$ cat config.mk
export PLATFORM = sky130hd
export DESIGN_NAME = and_gate_test_seq_flat
export DESIGN_NICKNAME = d
export VERILOG_FILES = /design/src/rtl/and_gate_test_seq_pkg.sv /design/src/rtl/and_gate_test_seq_if.sv /design/src/rtl/and_gate_test_seq_settle_timer.sv /design/src/rtl/and_gate_test_seq.sv /design/src/flat_wrapper.sv
export SDC_FILE = /design/constraint.sdc
export NUM_CORES = 1
export LEC_CHECK = 0
export BUFFER_PORTS_ARGS = -buffer_cell sky130_fd_sc_hd__buf_2
export CAP_MARGIN = 20
export CORE_UTILIZATION = 40
export CTS_CLUSTER_SIZE = 10
export DETAILED_ROUTE_END_ITERATION = 8
export SLEW_MARGIN = 20
export SYNTH_ARGS = -nofsm -noshare
export SYNTH_HDL_FRONTEND = slang
export SYNTH_SLANG_ARGS = --single-unit
$ cat constraint.sdc
create_clock -name clk -period 2.4 [get_ports clk]
set_clock_uncertainty 0.05 [all_clocks]
set_input_delay 0 -clock clk [delete_from_list [all_inputs] [get_ports clk]]
set_output_delay 0 -clock clk [all_outputs]
set_load 0.01 [all_outputs]
$ cat src/rtl/and_gate_test_seq_pkg.sv
// Shared types and constants for the and_gate self-test sequencer.
package and_gate_test_seq_pkg;

    // Sequencer FSM states.
    typedef enum logic [1:0] {
        ST_IDLE   = 2'd0,
        ST_SETTLE = 2'd1,
        ST_SAMPLE = 2'd2,
        ST_DONE   = 2'd3
    } state_e;

    // A 2-input gate has four truth-table rows; vec_idx is {input_1,input_2}.
    localparam int NUM_VECTORS = 4;
    localparam int VEC_W       = 2;

    // One-hot bit for a vector index, used to build the fail mask.
    function automatic logic [NUM_VECTORS-1:0] vec_onehot(input logic [VEC_W-1:0] v);
        logic [NUM_VECTORS-1:0] m;
        m    = '0;
        m[v] = 1'b1;
        return m;
    endfunction

endpackage

$ cat src/rtl/and_gate_test_seq_if.sv
// Control-side handshake between a test master and the and_gate sequencer.
interface and_gate_test_seq_if
    import and_gate_test_seq_pkg::*;
#(
    parameter int ERR_CNT_W = 8
);
    logic                   start;
    logic                   busy;
    logic                   done;
    logic                   pass;
    logic [ERR_CNT_W-1:0]   err_count;
    logic [NUM_VECTORS-1:0] fail_mask;
    logic [VEC_W-1:0]       vec_idx;

    modport master (
        output start,
        input  busy, done, pass, err_count, fail_mask, vec_idx
    );

    modport slave (
        input  start,
        output busy, done, pass, err_count, fail_mask, vec_idx
    );
endinterface

$ cat src/rtl/and_gate_test_seq_settle_timer.sv
// Loadable down-counter with a zero flag; times how long each vector settles.
module and_gate_test_seq_settle_timer #(
    parameter int WIDTH = 2
) (
    input  logic             clk,
    input  logic             rst,
    input  logic             load,
    input  logic [WIDTH-1:0] load_val,
    input  logic             dec,
    output logic             zero
);
    logic [WIDTH-1:0] cnt_q, cnt_d;

    // Load has priority; decrement stops at zero.
    always_comb begin
        cnt_d = cnt_q;
        if (load) begin
            cnt_d = load_val;
        end else if (dec && (cnt_q != '0)) begin
            cnt_d = cnt_q - 1'b1;
        end
    end

    // Counter register.
    always_ff @(posedge clk) begin
        if (rst) begin
            cnt_q <= '0;
        end else begin
            cnt_q <= cnt_d;
        end
    end

    assign zero = (cnt_q == '0);
endmodule

$ cat src/rtl/and_gate_test_seq.sv
// Self-test sequencer for a 2-input and_gate: walks the truth table RUNS times,
// holds each vector SETTLE_CYCLES cycles, samples and_result and tallies mismatches.
module and_gate_test_seq
    import and_gate_test_seq_pkg::*;
#(
    parameter int SETTLE_CYCLES = 2,
    parameter int RUNS          = 1,
    parameter int ERR_CNT_W     = 8
) (
    input  logic               clk,
    input  logic               rst,
    and_gate_test_seq_if.slave ctl,
    output logic               input_1,
    output logic               input_2,
    input  logic               and_result
);
    localparam int TMR_W = $clog2(SETTLE_CYCLES + 1);
    localparam int RUN_W = (RUNS > 1) ? $clog2(RUNS) : 1;

    // The timer is loaded on SETTLE entry and SETTLE exits when it reads zero,
    // so loading N-1 gives exactly N settle cycles.
    localparam logic [TMR_W-1:0]     SETTLE_LOAD = TMR_W'(SETTLE_CYCLES - 1);
    localparam logic [RUN_W-1:0]     RUN_LAST    = RUN_W'(RUNS - 1);
    localparam logic [VEC_W-1:0]     VEC_LAST    = VEC_W'(NUM_VECTORS - 1);
    localparam logic [ERR_CNT_W-1:0] ERR_MAX     = '1;

    state_e                 state_q, state_d;
    logic [VEC_W-1:0]       vec_q, vec_d;
    logic [RUN_W-1:0]       run_q, run_d;
    logic [ERR_CNT_W-1:0]   err_q, err_d;
    logic [NUM_VECTORS-1:0] mask_q, mask_d;
    logic                   pass_q, pass_d;
    logic                   in1_q, in1_d;
    logic                   in2_q, in2_d;
    logic                   tmr_load, tmr_dec, tmr_zero;
    logic                   mismatch;

    function automatic logic [ERR_CNT_W-1:0] sat_inc(input logic [ERR_CNT_W-1:0] v);
        return (v == ERR_MAX) ? v : v + 1'b1;
    endfunction

    and_gate_test_seq_settle_timer #(
        .WIDTH (TMR_W)
    ) u_settle_timer (
        .clk      (clk),
        .rst      (rst),
        .load     (tmr_load),
        .load_val (SETTLE_LOAD),
        .dec      (tmr_dec),
        .zero     (tmr_zero)
    );

    // Next-state, vector stepping and result accumulation.
    always_comb begin
        state_d  = state_q;
        vec_d    = vec_q;
        run_d    = run_q;
        err_d    = err_q;
        mask_d   = mask_q;
        pass_d   = pass_q;
        in1_d    = in1_q;
        in2_d    = in2_q;
        tmr_load = 1'b0;
        tmr_dec  = 1'b0;
        mismatch = 1'b0;

        case (state_q)
            ST_IDLE: begin
                if (ctl.start) begin
                    state_d  = ST_SETTLE;
                    vec_d    = '0;
                    run_d    = '0;
                    err_d    = '0;
                    mask_d   = '0;
                    pass_d   = 1'b0;
                    in1_d    = 1'b0;
                    in2_d    = 1'b0;
                    tmr_load = 1'b1;
                end
            end

            ST_SETTLE: begin
                if (tmr_zero) begin
                    state_d = ST_SAMPLE;
                end else begin
                    tmr_dec = 1'b1;
                end
            end

            ST_SAMPLE: begin
                mismatch = (and_result != (in1_q & in2_q));
                if (mismatch) begin
                    err_d  = sat_inc(err_q);
                    mask_d = mask_q | vec_onehot(vec_q);
                end
                if (vec_q != VEC_LAST) begin
                    vec_d          = vec_q + 1'b1;
                    {in1_d, in2_d} = vec_q + 1'b1;
                    state_d        = ST_SETTLE;
                    tmr_load       = 1'b1;
                end else if (run_q != RUN_LAST) begin
                    run_d          = run_q + 1'b1;
                    vec_d          = '0;
                    {in1_d, in2_d} = 2'b00;
                    state_d        = ST_SETTLE;
                    tmr_load       = 1'b1;
                end else begin
                    // Verdict uses the count including this final sample.
                    state_d = ST_DONE;
                    pass_d  = (err_d == '0);
                    in1_d   = 1'b0;
                    in2_d   = 1'b0;
                end
            end

            ST_DONE: begin
                state_d = ST_IDLE;
            end

            default: begin
                state_d = ST_IDLE;
            end
        endcase
    end

    // State and result registers; reset discards any partial run.
    always_ff @(posedge clk) begin
        if (rst) begin
            state_q <= ST_IDLE;
            vec_q   <= '0;
            run_q   <= '0;
            err_q   <= '0;
            mask_q  <= '0;
            pass_q  <= 1'b0;
            in1_q   <= 1'b0;
            in2_q   <= 1'b0;
        end else begin
            state_q <= state_d;
            vec_q   <= vec_d;
            run_q   <= run_d;
            err_q   <= err_d;
            mask_q  <= mask_d;
            pass_q  <= pass_d;
            in1_q   <= in1_d;
            in2_q   <= in2_d;
        end
    end

    assign input_1       = in1_q;
    assign input_2       = in2_q;
    assign ctl.busy      = (state_q == ST_SETTLE) || (state_q == ST_SAMPLE);
    assign ctl.done      = (state_q == ST_DONE);
    assign ctl.pass      = pass_q;
    assign ctl.err_count = err_q;
    assign ctl.fail_mask = mask_q;
    assign ctl.vec_idx   = vec_q;
endmodule

$ cat src/flat_wrapper.sv
// flat-port wrapper written by rule: the top's interface ports become plain ports
module and_gate_test_seq_flat import and_gate_test_seq_pkg::*;
#(
    parameter int SETTLE_CYCLES = 2,
    parameter int RUNS          = 1,
    parameter int ERR_CNT_W     = 8
)
  (clk, rst, input_1, input_2, and_result, ctl_start, ctl_busy, ctl_done, ctl_pass, ctl_err_count, ctl_fail_mask, ctl_vec_idx);
  and_gate_test_seq_if #(.ERR_CNT_W(ERR_CNT_W)) ctl_i ();
  input  logic clk;
  input  logic rst;
  output logic input_1;
  output logic input_2;
  input  logic and_result;
  input wire logic [$bits(ctl_i.start)-1:0] ctl_start;
  output wire logic [$bits(ctl_i.busy)-1:0] ctl_busy;
  output wire logic [$bits(ctl_i.done)-1:0] ctl_done;
  output wire logic [$bits(ctl_i.pass)-1:0] ctl_pass;
  output wire logic [$bits(ctl_i.err_count)-1:0] ctl_err_count;
  output wire logic [$bits(ctl_i.fail_mask)-1:0] ctl_fail_mask;
  output wire logic [$bits(ctl_i.vec_idx)-1:0] ctl_vec_idx;
  assign ctl_i.start = ctl_start;
  assign ctl_busy = ctl_i.busy;
  assign ctl_done = ctl_i.done;
  assign ctl_pass = ctl_i.pass;
  assign ctl_err_count = ctl_i.err_count;
  assign ctl_fail_mask = ctl_i.fail_mask;
  assign ctl_vec_idx = ctl_i.vec_idx;
  and_gate_test_seq #(.SETTLE_CYCLES(SETTLE_CYCLES), .RUNS(RUNS), .ERR_CNT_W(ERR_CNT_W)) u_core (.clk(clk), .rst(rst), .ctl(ctl_i), .input_1(input_1), .input_2(input_2), .and_result(and_result));
endmodule
==> out/results.tsv <==
metric	value	unit
asr flop ratio synth	0	%
Post-CTS Setup Bufs	0	
Total Routing Usage GR	18.6	%
Final ANT Viol Nets	0	
Bufs on Longest Clock Path	2	
HPWL after detailed placement	2120	um
DRT Wirelength	2970	um
synthesized flop and latch total	21	
Period Utilization, post-route	79.1	%
number of port buffers	22	
required time of the worst setup path	2.59	ns
WL/cell	13.3	um
number of I/O pins	23	
Num CTS Buffers	3	
TritonCTS Sinks	21	
max frequency	527	MHz
Worst slew margin	68.4	%
die area	3480	sq um
max_cap viols	0	
Netlist cell types	42	
clock share of power	19.4	%
Worst-Margin Slew	0.472	ns
Main synth FF type	dfxtp_1	
Seq pwr share	45.0	%
routed vias	1215	
gp weighted congestion	0.849	
CTS tree	done	
drt first pass iters	4	
initial DRC count	58	
Pint	561	uW
Cell Pwr Density	615	nW/um^2
most frequent cells after synthesis	dfxtp_1 (21), a21oi_1 (20), nand2_1 (15)	
sw power	336	uW
Clock Latency Late Sink	0.31	ns
vias per inst	5.45	
Synthesized Nets	175	
nets	195	
Synth Cell Area	1300	sq um
largest net degree at the start of global routing	20	
Synth area leader	dfxtp_1	
die width	59.0	um
yosys synthesis warning count	0	
Worst IR Drop VDD	0.000324	V
Die Ht	59.0	um
initial antenna violation count	0	
synth top area cells	dfxtp_1 (32%), ha_1 (11%), a21oi_1 (7.7%), nand2_1 (4.3%), a211oi_2 (2.9%)	
Post-Layout Cell Count	223	
top-area cell type share of the netlist area	32.4	%
Initial Util	42.5	%
RSZ-0062 raised after global routing	false	
first-pass GRT wire length	4870	um
# setup viols final	0	
Setup TNS	0	ns
Startpoint Class	register	
Hold Path Class	primary input to register	
vias in the first global route	1066	
post-cts sizing count	0	
Diodes inserted	0	
total DRC errors in the routed layout	0	
status	finished, final reports clean	
final hold violation count	0	
grt ovf	0	
Gate Count Post-Synth	160	
combinational cell fraction of total power	35.6	%
Layout area overhead	12.4	%
Placed Cells	218	
Sw Share	37.5	%
CTS clk-pin slew, worst paths	0.12	ns
core region area	3050	sq um
most frequent cell after synthesis	dfxtp_1	
Worst EP arrival	2.08	ns
sequential area share after synthesis	32.4	%
synthesized area per cell	8.11	sq um
critical path class	register to register	
Leak Pwr	0.000580	uW
H-tree depth	1	
Filler cells	330	
Crit Path Max Fanout	8	
CP endpoint kind	register	
count of pins over their slew limit	0	
minimum clock period	1.90	ns
CTS Hold Bufs	1	
EDFF count, synth	0	
root buffer cell	clkbuf_4	
Row Count	20	
share of layout cells above drive strength 1	18.4	%
## cell usage in the layout (no fill, tap or decap), drive strengths merged, types with 2 or more instances in the layout
master	count
nand2b	2
a22oi	2
a21oi	20
nor2b	4
xnor2	3
a311oi	2
nand2	15
clkbuf	4
a211oi	4
nand3	5
nor2	10
and3	2
nor3	2
nand4	4
a31oi	5
o21ba	2
inv	8
dfxtp	21
o21ai	12
or3	2
buf	23
ha	11
## sequential cells by signal, summed over array words and instances (netlist names)
name,flops
u_core.state_q,2
u_core.ctl.fail_mask,4
u_core.input_1,1
u_core.input_2,1
u_core.ctl.pass,1
u_core.u_settle_timer.cnt_q,2
u_core.ctl.err_count,8
u_core.ctl.vec_idx,2
## metal layers
layer  up-vias  part of all wire [%]  track usage, %
met2        29                    44            28.6
met3         5                   3.5            2.20
met4         0                   1.5            8.84
met1       562                    51            25.9
met5         -                     0               0
li1        619                     -               -
## stage by stage
stage	total power (uW)	area (sq um)	hold WS [ns]	worst slack, ns	util, %
after floorplan	636	1300	0.137	0.623	-
after global placement	717	1420	0.311	0.527	46.6
after detailed placement	729	1420	0.305	0.525	46.6
after CTS	903	1460	0.0217	0.499	47.8
after global routing	969	1460	0.0156	0.307	47.8
final	897	1460	0.0178	0.503	47.8
## worst paths after layout
kind	start	to	slack, ns	cells after the start
max	u_core.ctl.err_count[0]	u_core.ctl.pass	0.50	6
max reg2reg	u_core.ctl.err_count[0]	u_core.ctl.pass	0.50	6
min reg2reg	u_core.ctl.fail_mask[3]	u_core.ctl.fail_mask[3]	0.44	2
min	rst	u_core.ctl.vec_idx[0]	0.02	2
## cell families after synthesis
family | Yosys count | share of synthesized area, %
adders and majority gates | 11 | 10.6
buffers and inverters | 17 | 5.98
xor gates and xnor gates | 3 | 2.03
AOI/OAI and AO/OA | 56 | 28.5
DFF | 21 | 32.4
and+or+nand+nor | 52 | 20.4
## power by group through the flow
stage | Clock (uW) | Sequential, uW | Combinational (uW)
after floorplan | 0 | 412 | 224
after global placement | 0 | 409 | 308
after detailed placement | 0 | 413 | 316
after CTS | 179 | 405 | 319
after global routing | 199 | 409 | 361
final | 174 | 404 | 319
## critical path, cell delays in order (launching register included)
cell and delay (ns):
dfxtp_1 0.45, ha_1 0.29, nand3_2 0.14, or2_1 0.36, a211oi_2 0.25, o22ai_1 0.11, o31ai_2 0.17
## cell type report
class	count	area [sq um]	share of cell area (%)
repair buffers	24	128	8.75
flip-flops and latches	21	420	28.8
well taps	44	55.1	3.77
inverters	8	30.0	2.06
multi-input cells	122	800	54.8
clock buffers	4	26.3	1.80
(Power assumes the default switching activity.)
